==> src/rtl/bcd_conv_pkg.sv <==
// Shared definitions for the BCD conversion arbiter.
// Contents:
//   state_t    : top-level FSM states (IDLE, SHIFT, DONE)
//   ADJ_THRESH : digit value at or above which double-dabble adds 3
//   ADJ_ADD    : correction added to such a digit before each shift
//   ndig_min() : decimal digits needed to print 2^width-1, used to
//                reject parameter sets whose NDIG is too small
package bcd_conv_pkg;

    typedef enum logic [1:0] {
        IDLE  = 2'd0,
        SHIFT = 2'd1,
        DONE  = 2'd2
    } state_t;

    localparam logic [3:0] ADJ_THRESH = 4'd5;
    localparam logic [3:0] ADJ_ADD    = 4'd3;

    // Counts decimal digits of the largest unsigned value of the given width.
    function automatic int ndig_min(input int width);
        longint unsigned maxv;
        int n;
        maxv = (64'd1 << width) - 64'd1;
        n = 0;
        for (int i = 0; i < 20; i++) begin
            if (maxv != 64'd0) begin
                maxv = maxv / 64'd10;
                n = n + 1;
            end
        end
        if (n == 0) begin
            n = 1;
        end
        return n;
    endfunction

endpackage

==> src/rtl/bcd_conversion_arbiter_if.sv <==
// Request/result bundle of the BCD conversion arbiter.
//   req        : per-requester request level
//   value      : packed binary values, requester i at [i*WIDTH +: WIDTH]
//   ack        : one-hot one-cycle pulse, value of that requester latched
//   busy       : arbiter is converting or holding a result
//   out_valid  : result available
//   out_ready  : consumer accepts result
//   out_id     : index of the requester the result belongs to
//   out_digits : BCD result, digit k (10^k) at [k*4 +: 4]
// master = requesters + consumer side, slave = arbiter side.
interface bcd_conversion_arbiter_if #(
    parameter int WIDTH = 8,
    parameter int NREQ  = 4,
    parameter int NDIG  = 3
);
    localparam int IDW = (NREQ > 1) ? $clog2(NREQ) : 1;

    logic [NREQ-1:0]       req;
    logic [NREQ*WIDTH-1:0] value;
    logic [NREQ-1:0]       ack;
    logic                  busy;
    logic                  out_valid;
    logic                  out_ready;
    logic [IDW-1:0]        out_id;
    logic [NDIG*4-1:0]     out_digits;

    modport master (
        output req, value, out_ready,
        input  ack, busy, out_valid, out_id, out_digits
    );

    modport slave (
        input  req, value, out_ready,
        output ack, busy, out_valid, out_id, out_digits
    );

endinterface

==> src/rtl/bcd_dabble_core.sv <==
// Sequential shift-and-add-3 binary-to-BCD engine.
//   clk, rst_n : clock, asynchronous active-low reset
//   start      : load bin, clear accumulator, counter = WIDTH
//   shift_en   : perform one adjust-and-shift step this cycle
//   bin        : binary value to convert (sampled on start)
//   digits     : BCD accumulator, digit k at [k*4 +: 4]
//   last       : counter is 1, the step in this cycle is the final one
module bcd_dabble_core
    import bcd_conv_pkg::*;
#(
    parameter int WIDTH = 8,
    parameter int NDIG  = 3
) (
    input  logic              clk,
    input  logic              rst_n,
    input  logic              start,
    input  logic              shift_en,
    input  logic [WIDTH-1:0]  bin,
    output logic [NDIG*4-1:0] digits,
    output logic              last
);
    localparam int CW = $clog2(WIDTH + 1);

    logic [NDIG*4-1:0] acc_reg;
    logic [NDIG*4-1:0] acc_adj;
    logic [WIDTH-1:0]  sr_reg;
    logic [CW-1:0]     cnt_reg;

    // Each digit is corrected independently; the +3 never carries into the
    // next digit because a digit <= 9 plus 3 still fits in 4 bits.
    genvar gi;
    generate
        for (gi = 0; gi < NDIG; gi++) begin : g_adj
            logic [3:0] d;
            assign d = acc_reg[gi*4 +: 4];
            assign acc_adj[gi*4 +: 4] = (d >= ADJ_THRESH) ? d + ADJ_ADD : d;
        end
    endgenerate

    always_ff @(posedge clk or negedge rst_n) begin
        if (!rst_n) begin
            acc_reg <= '0;
            sr_reg  <= '0;
            cnt_reg <= '0;
        end else if (start) begin
            acc_reg <= '0;
            sr_reg  <= bin;
            cnt_reg <= CW'(WIDTH);
        end else if (shift_en && (cnt_reg != '0)) begin
            // {accumulator, value} << 1, after the per-digit correction
            {acc_reg, sr_reg} <= {acc_adj[NDIG*4-2:0], sr_reg, 1'b0};
            cnt_reg <= cnt_reg - CW'(1);
        end
    end

    assign digits = acc_reg;
    assign last   = (cnt_reg == CW'(1));

endmodule

==> src/rtl/bcd_conversion_arbiter.sv <==
// Round-robin arbiter sharing one double-dabble BCD converter.
//   clk, rst_n : clock, asynchronous active-low reset
//   bus        : slave side of bcd_conversion_arbiter_if (requests in,
//                ack pulses out, tagged BCD result with valid/ready)
// A grant is decided on the clock edge that leaves either an idle IDLE
// cycle or an accepted DONE cycle; the registered ack then shows up in
// the following IDLE cycle, after which WIDTH SHIFT cycles and one DONE
// cycle follow.
module bcd_conversion_arbiter
    import bcd_conv_pkg::*;
#(
    parameter int WIDTH = 8,
    parameter int NREQ  = 4,
    parameter int NDIG  = 3
) (
    input  logic                    clk,
    input  logic                    rst_n,
    bcd_conversion_arbiter_if.slave bus
);
    localparam int IDW = $clog2(NREQ);

    generate
        if (NDIG < ndig_min(WIDTH)) begin : g_ndig_check
            $error("NDIG too small to hold 2^WIDTH-1");
        end
        if (WIDTH < 2) begin : g_width_check
            $error("WIDTH must be at least 2");
        end
        if (NREQ < 2) begin : g_nreq_check
            $error("NREQ must be at least 2");
        end
    endgenerate

    state_t            state_reg;
    state_t            state_next;
    logic [NREQ-1:0]   ack_reg;
    logic [IDW-1:0]    rr_ptr_reg;
    logic [IDW-1:0]    out_id_reg;
    logic              out_valid_reg;
    logic              busy_reg;

    logic [IDW-1:0]    cand_idx [NREQ];
    logic              grant_found;
    logic [IDW-1:0]    grant_idx;
    logic              grant_en;
    logic              accept;
    logic [WIDTH-1:0]  grant_value;
    logic [IDW-1:0]    rr_next;
    logic [NDIG*4-1:0] core_digits;
    logic              core_last;

    // Candidate k is the requester k places after rr_ptr, with wrap-around.
    genvar gi;
    generate
        for (gi = 0; gi < NREQ; gi++) begin : g_cand
            assign cand_idx[gi] = IDW'((int'(rr_ptr_reg) + gi) % NREQ);
        end
    endgenerate

    always_comb begin
        grant_found = 1'b0;
        grant_idx   = '0;
        for (int k = 0; k < NREQ; k++) begin
            if (!grant_found && bus.req[cand_idx[k]]) begin
                grant_found = 1'b1;
                grant_idx   = cand_idx[k];
            end
        end
    end

    assign accept      = (state_reg == DONE) && bus.out_ready;
    // No grant while the previous ack is still showing: that cycle starts
    // the conversion, and a req still high then is handled as a new request.
    assign grant_en    = grant_found &&
                         (((state_reg == IDLE) && (ack_reg == '0)) || accept);
    assign grant_value = bus.value[int'(grant_idx)*WIDTH +: WIDTH];
    assign rr_next     = IDW'((int'(grant_idx) + 1) % NREQ);

    always_comb begin
        state_next = state_reg;
        case (state_reg)
            IDLE:    if (ack_reg != '0) state_next = SHIFT;
            SHIFT:   if (core_last)     state_next = DONE;
            DONE:    if (accept)        state_next = IDLE;
            default: state_next = IDLE;
        endcase
    end

    always_ff @(posedge clk or negedge rst_n) begin
        if (!rst_n) begin
            state_reg <= IDLE;
        end else begin
            state_reg <= state_next;
        end
    end

    always_ff @(posedge clk or negedge rst_n) begin
        if (!rst_n) begin
            ack_reg       <= '0;
            rr_ptr_reg    <= '0;
            out_id_reg    <= '0;
            out_valid_reg <= 1'b0;
            busy_reg      <= 1'b0;
        end else begin
            ack_reg <= grant_en ? (NREQ'(1) << grant_idx) : '0;
            if (grant_en) begin
                rr_ptr_reg <= rr_next;
                out_id_reg <= grant_idx;
            end
            out_valid_reg <= (state_next == DONE);
            busy_reg      <= (state_next != IDLE);
        end
    end

    bcd_dabble_core #(
        .WIDTH (WIDTH),
        .NDIG  (NDIG)
    ) u_core (
        .clk      (clk),
        .rst_n    (rst_n),
        .start    (grant_en),
        .shift_en (state_reg == SHIFT),
        .bin      (grant_value),
        .digits   (core_digits),
        .last     (core_last)
    );

    assign bus.ack        = ack_reg;
    assign bus.busy       = busy_reg;
    assign bus.out_valid  = out_valid_reg;
    assign bus.out_id     = out_id_reg;
    assign bus.out_digits = core_digits;

endmodule

==> src/flat_wrapper.sv <==
// flat-port wrapper written by rule: the top's interface ports become plain ports
module bcd_conversion_arbiter_flat import bcd_conv_pkg::*;
#(
    parameter int WIDTH = 8,
    parameter int NREQ  = 4,
    parameter int NDIG  = 3
)
  (clk, rst_n, bus_req, bus_value, bus_out_ready, bus_ack, bus_busy, bus_out_valid, bus_out_id, bus_out_digits);
  bcd_conversion_arbiter_if #(.WIDTH(WIDTH), .NREQ(NREQ), .NDIG(NDIG)) bus_i ();
  input  logic clk;
  input  logic rst_n;
  input wire logic [$bits(bus_i.req)-1:0] bus_req;
  input wire logic [$bits(bus_i.value)-1:0] bus_value;
  input wire logic [$bits(bus_i.out_ready)-1:0] bus_out_ready;
  output wire logic [$bits(bus_i.ack)-1:0] bus_ack;
  output wire logic [$bits(bus_i.busy)-1:0] bus_busy;
  output wire logic [$bits(bus_i.out_valid)-1:0] bus_out_valid;
  output wire logic [$bits(bus_i.out_id)-1:0] bus_out_id;
  output wire logic [$bits(bus_i.out_digits)-1:0] bus_out_digits;
  assign bus_i.req = bus_req;
  assign bus_i.value = bus_value;
  assign bus_i.out_ready = bus_out_ready;
  assign bus_ack = bus_i.ack;
  assign bus_busy = bus_i.busy;
  assign bus_out_valid = bus_i.out_valid;
  assign bus_out_id = bus_i.out_id;
  assign bus_out_digits = bus_i.out_digits;
  bcd_conversion_arbiter #(.WIDTH(WIDTH), .NREQ(NREQ), .NDIG(NDIG)) u_core (.clk(clk), .rst_n(rst_n), .bus(bus_i));
endmodule
==> config.mk <==
export PLATFORM = sky130hd
export DESIGN_NAME = bcd_conversion_arbiter_flat
export DESIGN_NICKNAME = d
export VERILOG_FILES = /design/src/rtl/bcd_conv_pkg.sv /design/src/rtl/bcd_conversion_arbiter_if.sv /design/src/rtl/bcd_dabble_core.sv /design/src/rtl/bcd_conversion_arbiter.sv /design/src/flat_wrapper.sv
export SDC_FILE = /design/constraint.sdc
export NUM_CORES = 1
export LEC_CHECK = 0
export BUFFER_PORTS_ARGS = -buffer_cell sky130_fd_sc_hd__buf_2
export CAP_MARGIN = 20
export CORE_MARGIN = 2
export CORE_UTILIZATION = 36
export DETAILED_ROUTE_END_ITERATION = 16
export GPL_TIMING_DRIVEN = 0
export HOLD_SLACK_MARGIN = 0.15
export PLACE_DENSITY = 0.64
export SKIP_LAST_GASP = 1
export SYNTH_ARGS = -nofsm -noshare
export SYNTH_HDL_FRONTEND = slang
export SYNTH_HIERARCHICAL = 1
export SYNTH_SLANG_ARGS = --single-unit
==> constraint.sdc <==
create_clock -name clk -period 2.6 [get_ports clk]
set_input_delay 0.13 -clock clk [delete_from_list [all_inputs] [get_ports clk]]
set_output_delay 0.13 -clock clk [all_outputs]
set_load 0.005 [all_outputs]
==> flow_metrics.py, run 1 <==
metrics = {
    "status": {
        "status": "complete, no violations",
    },
    "floorplanning": {
        "initial_core_util": 0.3683,
        "pin_count": 59,
        "rows": 29,
        "core_um2": 6277,
        "die_area_um2": 7080,
        "die_h_um": 84.14,
        "die_w_um": 84.14,
    },
    "placed_design": {
        "gp_congestion": 0.8532,
        "portBuffers": 58,
        "placed_cell_area_um2": 2699,
        "place_hpwl_mm": 3.921,
    },
    "logic_synthesis": {
        "synth_edf_count": 0,
        "ys_async_sr_fraction": 1.000,
        "yosys.area.top_type": "dfrtp_1",
        "synth_cell_types": 46,
        "synth_top_area_share": 0.3896,
        "yosys-top-cells-count": "36 x dfrtp_1, 25 x mux2i_1, 17 x a21oi_1",
        "ys_seq_area_frac": 0.3896,
        "syn_avg_cell_area_um2": 9.594,
        "synth_area_um2": 2312,
        "syn-num-nets": 289,
        "synth_ff_type": "dfrtp_1",
        "synthCells": 241,
        "yosysMostFrequentCell": "dfrtp_1",
        "synth_warnings": 6,
        "synth.area.top_cells": "dfrtp_1 39%, mux2i_1 11%, ha_1 4.9%, a21oi_1 3.7%, o21ai_0 3.5%",
        "ys_ff_latch": 36,
    },
    "route": {
        "drtAntennaViolNets": 0,
        "dr_wl_met3_um": 273,
        "vias": 2056,
        "via_per_inst": 5.354,
        "top_layer": "met4",
        "wl_mm": 5.392,
        "post_drt_wl_per_cell_um": 14.04,
        "drtPass1Iterations": 4,
        "drcViolationCount": 0,
        "m1WireLength_mm": 2.414,
        "drt_iter0_drc": 103,
        "routed-wl-met2_mm": 2.603,
    },
    "cells_and_area": {
        "largest_reg_flops": 12,
        "drive_gt1_frac": 0.2736,
        "area_growth_pct": 20.89,
        "fin_area_um2": 2795,
        "fin_nets": 354,
        "multiInputGateArea_um2": 1267,
        "fill_cells": 618,
        "diodes": 0,
        "regArea_um2": 900.9,
        "final_util": 0.4453,
    },
    "timing": {
        "slew_violations": 0,
        "period_minus_slack_ns": 2.306,
        "final.setup_skew_ns": 0.01451,
        "post-route-period-util": 0.8870,
        "fmax_mhz": 433.6,
        "worst_pin_slew_ns": 0.8137,
        "grt_setup_unrepaired": "false",
        "setup_violations": 0,
        "hold_viol_final": 0,
        "hold_ws_ns": 0.1428,
        "relSlewSlack": 0.4575,
    },
    "setup_path": {
        "cp.required_ns": 2.76,
        "criticalPathCategory": "reg2reg",
        "slowest_stage": "a2111oi_4",
        "crit_fanout": 19,
        "arrival_ns": 2.47,
        "crit_path_cell_trace": "nor4_2 -> nor2_1 -> a2111oi_4 -> buf_2 -> clkbuf_2 -> a211o_1 -> o41ai_1",
        "cp_slowest_stage_delay_ns": 0.46,
        "startpoint_type": "register",
        "crit_family": "buffers and inverters",
        "cp.buffers_inverters": 2,
        "cp-end-kind": "register",
    },
    "clock_network": {
        "clk_latency_ns": 0.30,
        "cts_tree": "done",
        "cts_buffer_depth": 2,
        "cts-htree-levels": 2,
        "clock_sinks": 36,
        "cts.clk_slew.worst_paths_ns": 0.08,
        "cts_buffers": 5,
        "cts_root_buf": "clkbuf_8",
        "postCtsSetupBuffers": 0,
    },
    "global_routing": {
        "grt_use_total": 0.1541,
        "grt_overflow_total": 0,
        "grt_max_degree": 37,
        "antenna_found_initial": 0,
        "grt_pass1_wl_mm": 9.025,
        "first_global_vias": 1978,
    },
    "power": {
        "p_per_area_nw_per_um2": 1121,
        "p_seq_frac": 0.318,
        "p_int_mw": 1.764,
        "power_switching_mw": 1.369,
        "comb_power_share": 0.553,
        "p_clk_frac": 0.129,
        "p_leak_nw": 1.356,
        "ir_drop_uv": 422.4,
        "swShare": 0.4369,
    },
    "run": {
        "drv_cap": 0,
    },
    "worst_hold_path": {
        "min_path_type": "in2reg",
    },
}
==> cell type report <==
type	count	share of cell area
Clock buffer	5	0.02462
Tap cell	77	0.03447
Timing Repair Buffer	59	0.1074
Buffer	11	0.02954
Inverter	16	0.02149
Clock inverter	3	0.006714
Multi-Input combinational cell	177	0.4534
Sequential cell	36	0.3223
==> final timing paths <==
| kind | slack (ns) | to | from | cells after the start |
|---|---|---|---|---|
| min reg2reg | 0.54 | u_core/bus.out_id[1] | u_core/bus.out_id[1] | 2 |
| min in group asynchronous | 0.46 | u_core/u_core/sr_reg[0] | rst_n | 2 |
| max in group asynchronous | 1.62 | u_core/u_core/digits[11] | rst_n | 2 |
| max reg2reg | 0.29 | u_core/u_core/digits[9] | u_core/bus.ack[1] | 7 |
| min | 0.14 | u_core/state_reg[1] | bus_out_ready | 4 |
| max | 0.29 | u_core/u_core/digits[9] | u_core/bus.ack[1] | 7 |
==> repair_timing <==
item,4_1_cts,5_1_grt
hold buffers,1,0
gates resized for setup,2,0
setup endpoints to repair,10,19
endpoints found under the hold margin,36,0
cloned,0,0
==> metal layers <==
metal	global-route usage	vias up
met2	0.2569	62
met1	0.1944	966
met3	0.03540	10
met5	0	-
met4	0.06012	0
li1	-	1018
==> power groups by stage <==
stage / registers [mW] / clock network [mW] / logic, mW
after floorplan: 0.974 / 0 / 1.29
after global placement: 1.00 / 0 / 1.71
after detailed placement: 1.01 / 0 / 1.74
after CTS: 0.997 / 0.412 / 1.75
after global routing: 1.03 / 0.443 / 1.95
final: 0.995 / 0.404 / 1.73
==> metrics by stage <==
stage | worst slack (ns) | setup TNS, ns | total power [mW] | cells
2_1_floorplan | 0.3832 | 0 | 2.263 | 241
3_3_place_gp | -0.1534 | -0.8838 | 2.714 | 376
3_5_place_dp | -0.07815 | -0.2053 | 2.747 | 376
4_1_cts | 0.04135 | 0 | 3.161 | 385
5_1_grt | 0.1147 | 0 | 3.426 | 384
6_report | 0.2938 | 0 | 3.133 | 384
==> logic make-up (layout without fill, tap and decap cells) <==
family / after synthesis / count (layout) / synth area share
AOI/OAI and AO/OA: 71 / 71 / 0.2208
xor gates and xnor gates: 1 / 1 / 0.003789
adders and majority gates: 9 / 9 / 0.04870
buffers and inverters: 28 / 94 / 0.06222
DFF: 36 / 36 / 0.3896
muxes: 25 / 25 / 0.1082
and+or+nand+nor: 71 / 71 / 0.1667
==> cells in the final DEF (no fill, tap or decap), types with 4 or more instances in the layout <==
| cell | count |
|---|---|
| a211oi_1 | 9 |
| a21oi_1 | 17 |
| a221o_1 | 6 |
| buf_2 | 61 |
| clkbuf_8 | 5 |
| dfrtp_1 | 36 |
| ha_1 | 9 |
| inv_1 | 15 |
| mux2i_1 | 25 |
| nand2_1 | 15 |
| nand2b_1 | 11 |
| nor2_1 | 12 |
| nor2b_1 | 8 |
| nor3_1 | 5 |
| nor3b_1 | 4 |
| o21ai_0 | 16 |
==> worst register-to-register path, delay by kind of cell, from the launching register on <==
kind	cells	cell delay, ns
buffers and inverters	2	0.71
AO/OA/AOI/OAI	3	0.65
AND/OR/NAND/NOR	2	0.40
flip-flops	1	0.41
Note: power is estimated with default switching activity, not from simulation.
==> inputs of run 2 (changes only) <==
BUFFER_PORTS_ARGS = default   (was -buffer_cell sky130_fd_sc_hd__buf_2)
CTS_BUF_LIST = sky130_fd_sc_hd__clkbuf_4   (was default)
DONT_BUFFER_PORTS = 1   (was default)
PLACE_DENSITY = 0.56   (was 0.64)
==> run 2 against run 1 <==
Worst hold slack better by 0.016 ns. Sequential cell count is the same. Setup slack worse by 0.13 ns. Die area unchanged. Via count fell by 5.4%. Non-clock buffer count fell by 41. Critical path type unchanged. Sequential power barely moved. Clock skew is 0.0049 ns lower. Sequential share of layout area is 2.0 points higher. Critical path depth increased by 1. Largest cell class unchanged. Critical endpoint is now u_core/u_core/sr_reg[5]. Power down 4.6%.
==> flow_metrics.py, run 2 (synthesis results as in run 1) <==
metrics = {
    "status": {
        "status": "complete, no violations",
    },
    "route": {
        "post_drt_wl_per_cell_um": 16.25,
        "wl_mm": 5.556,
        "via_per_inst": 5.684,
        "drcViolationCount": 0,
        "vias": 1944,
        "drt_iter0_drc": 78,
        "drtAntennaViolNets": 0,
        "drtPass1Iterations": 5,
    },
    "placed_design": {
        "gp_congestion": 0.7540,
        "portBuffers": 0,
        "place_hpwl_mm": 3.715,
    },
    "global_routing": {
        "grt_max_degree": 37,
        "grt_use_total": 0.1522,
        "first_global_vias": 1847,
        "grt_pass1_wl_mm": 8.728,
        "grt_overflow_total": 0,
        "antenna_found_initial": 0,
    },
    "cells_and_area": {
        "diodes": 0,
        "largest_reg_flops": 12,
        "drive_gt1_frac": 0.1057,
        "fin_nets": 313,
        "final_cell_mix": "36 x dfrtp_1, 25 x mux2i_1, 17 x a21oi_1",
        "fill_cells": 646,
        "multiInputGateArea_um2": 1267,
        "final_util": 0.4194,
        "layout_commonest_cell": "dfrtp_1",
        "area_growth_pct": 13.85,
        "regArea_um2": 900.9,
    },
    "clock_network": {
        "clock_sinks": 36,
        "cts_buffers": 5,
        "clk_latency_ns": 0.34,
        "cts_buffer_depth": 2,
        "cts_root_buf": "clkbuf_4",
        "cts.clk_slew.worst_paths_ns": 0.11,
        "cts-htree-levels": 2,
        "cts_tree": "done",
    },
    "setup_path": {
        "rr_worst_depth": 8,
        "startpoint_type": "register",
        "r2r-end": "u_core/u_core/sr_reg[5]",
        "cp-startpoint": "u_core/rr_ptr_reg[1]",
        "crit_path_end": "u_core/u_core/sr_reg[5]",
        "crit_fanout": 10,
        "cp.required_ns": 2.83,
        "arrival_ns": 2.66,
        "r2r-start": "u_core/rr_ptr_reg[1]",
        "cp-end-kind": "register",
        "r2r_slack_ns": 0.17,
        "criticalPathCategory": "reg2reg",
    },
    "floorplanning": {
        "initial_core_util": 0.3683,
        "rows": 29,
        "die_w_um": 84.14,
        "core_um2": 6277,
        "pin_count": 59,
        "die_area_um2": 7080,
        "die_h_um": 84.14,
    },
    "power": {
        "p_per_area_nw_per_um2": 1136,
        "ir_drop_uv": 451.8,
        "p_total_mw": 2.990,
        "p_leak_nw": 1.170,
    },
    "timing": {
        "setup_violations": 0,
        "slew_violations": 0,
        "worst_pin_slew_ns": 0.5828,
        "grt_setup_unrepaired": "false",
        "hold_viol_final": 0,
        "final.setup_skew_ns": 0.009572,
        "post-route-period-util": 0.9358,
        "relSlewSlack": 0.6079,
        "fmax_mhz": 411.0,
        "period_minus_slack_ns": 2.433,
    },
    "worst_hold_path": {
        "min_path_type": "in2reg",
    },
    "run": {
        "drv_cap": 0,
    },
}
## run 2: changes by cell type in the layout (fill, tap and decap cells not counted), sizes merged
cell and change:
clkinv -1, buf -53, dlygate4sd3 +12
## run 2: how the worst min path moves through the flow
stage                  startpoint                       to  cells after the start
floorplan                   rst_n        u_core/bus.ack[0]                      0
global placement            rst_n     u_core/bus.out_valid                      0
finish              bus_value[23]  u_core/u_core/sr_reg[7]                      3
detailed placement          rst_n     u_core/bus.out_valid                      0
CTS                  bus_value[5]  u_core/u_core/sr_reg[5]                      3
global route        bus_value[23]  u_core/u_core/sr_reg[7]                      3
## run 2: metrics by stage
step	setup WS, ns	cells	hold slack, ns	cell area, µm²	setup TNS (ns)
2_1_floorplan	0.3832	241	-0.1656	2312	0
6_report	0.1668	342	0.1591	2633	0
4_1_cts	0.06677	338	0.1505	2603	0
5_1_grt	0.006568	342	0.1502	2633	0
3_5_place_dp	-0.2893	318	-0.1643	2409	-3.655
3_3_place_gp	-0.2752	318	-0.1641	2409	-3.355
## run 2: critical path: stages (launching register included)
cell and delay, ns:
dfrtp_1 0.44, mux2i_1 0.23, o22ai_2 0.13, nor2_4 0.19, buf_12 0.17, mux2i_1 0.19, dlygate4sd3_1 0.56, mux2i_1 0.07
a221o_1 0.34
## run 2: cell type report
cell class	instances	share of cell area
Buffer	11	0.03137
Clock inverter	2	0.002852
Multi-Input combinational cell	177	0.4815
Inverter	16	0.02281
Sequential cell	36	0.3422
Clock buffer	5	0.01426
Tap cell	77	0.03660
Timing Repair Buffer	18	0.06844
## run 2: routing by layer
layer / wire, µm / vias up / part of all wire / global-route usage
met4: 57 / 0 / 0.010 / 0.04839
met5: 0 / - / 0 / 0
met2: 2734 / 48 / 0.49 / 0.2468
met3: 214 / 5 / 0.039 / 0.03441
met1: 2550 / 954 / 0.46 / 0.2025
li1: - / 937 / - / -
## run 2: timing repair
| action | in CTS | in global routing |
|---|---|---|
| pin swaps | 0 | 1 |
| hold buffers | 14 | 0 |
| gates resized for setup | 2 | 0 |
| endpoints found under the hold margin | 49 | 0 |
| endpoints found under the setup margin | 19 | 1 |
| setup buffers | 0 | 4 |
## run 2: where the power goes
part / total (mW) / internal (mW) / switching [mW] / leakage, nW
Combinational: 1.68 / 0.761 / 0.924 / 0.689
Clock: 0.281 / 0.0946 / 0.187 / 0.0261
Sequential: 1.02 / 0.785 / 0.240 / 0.455
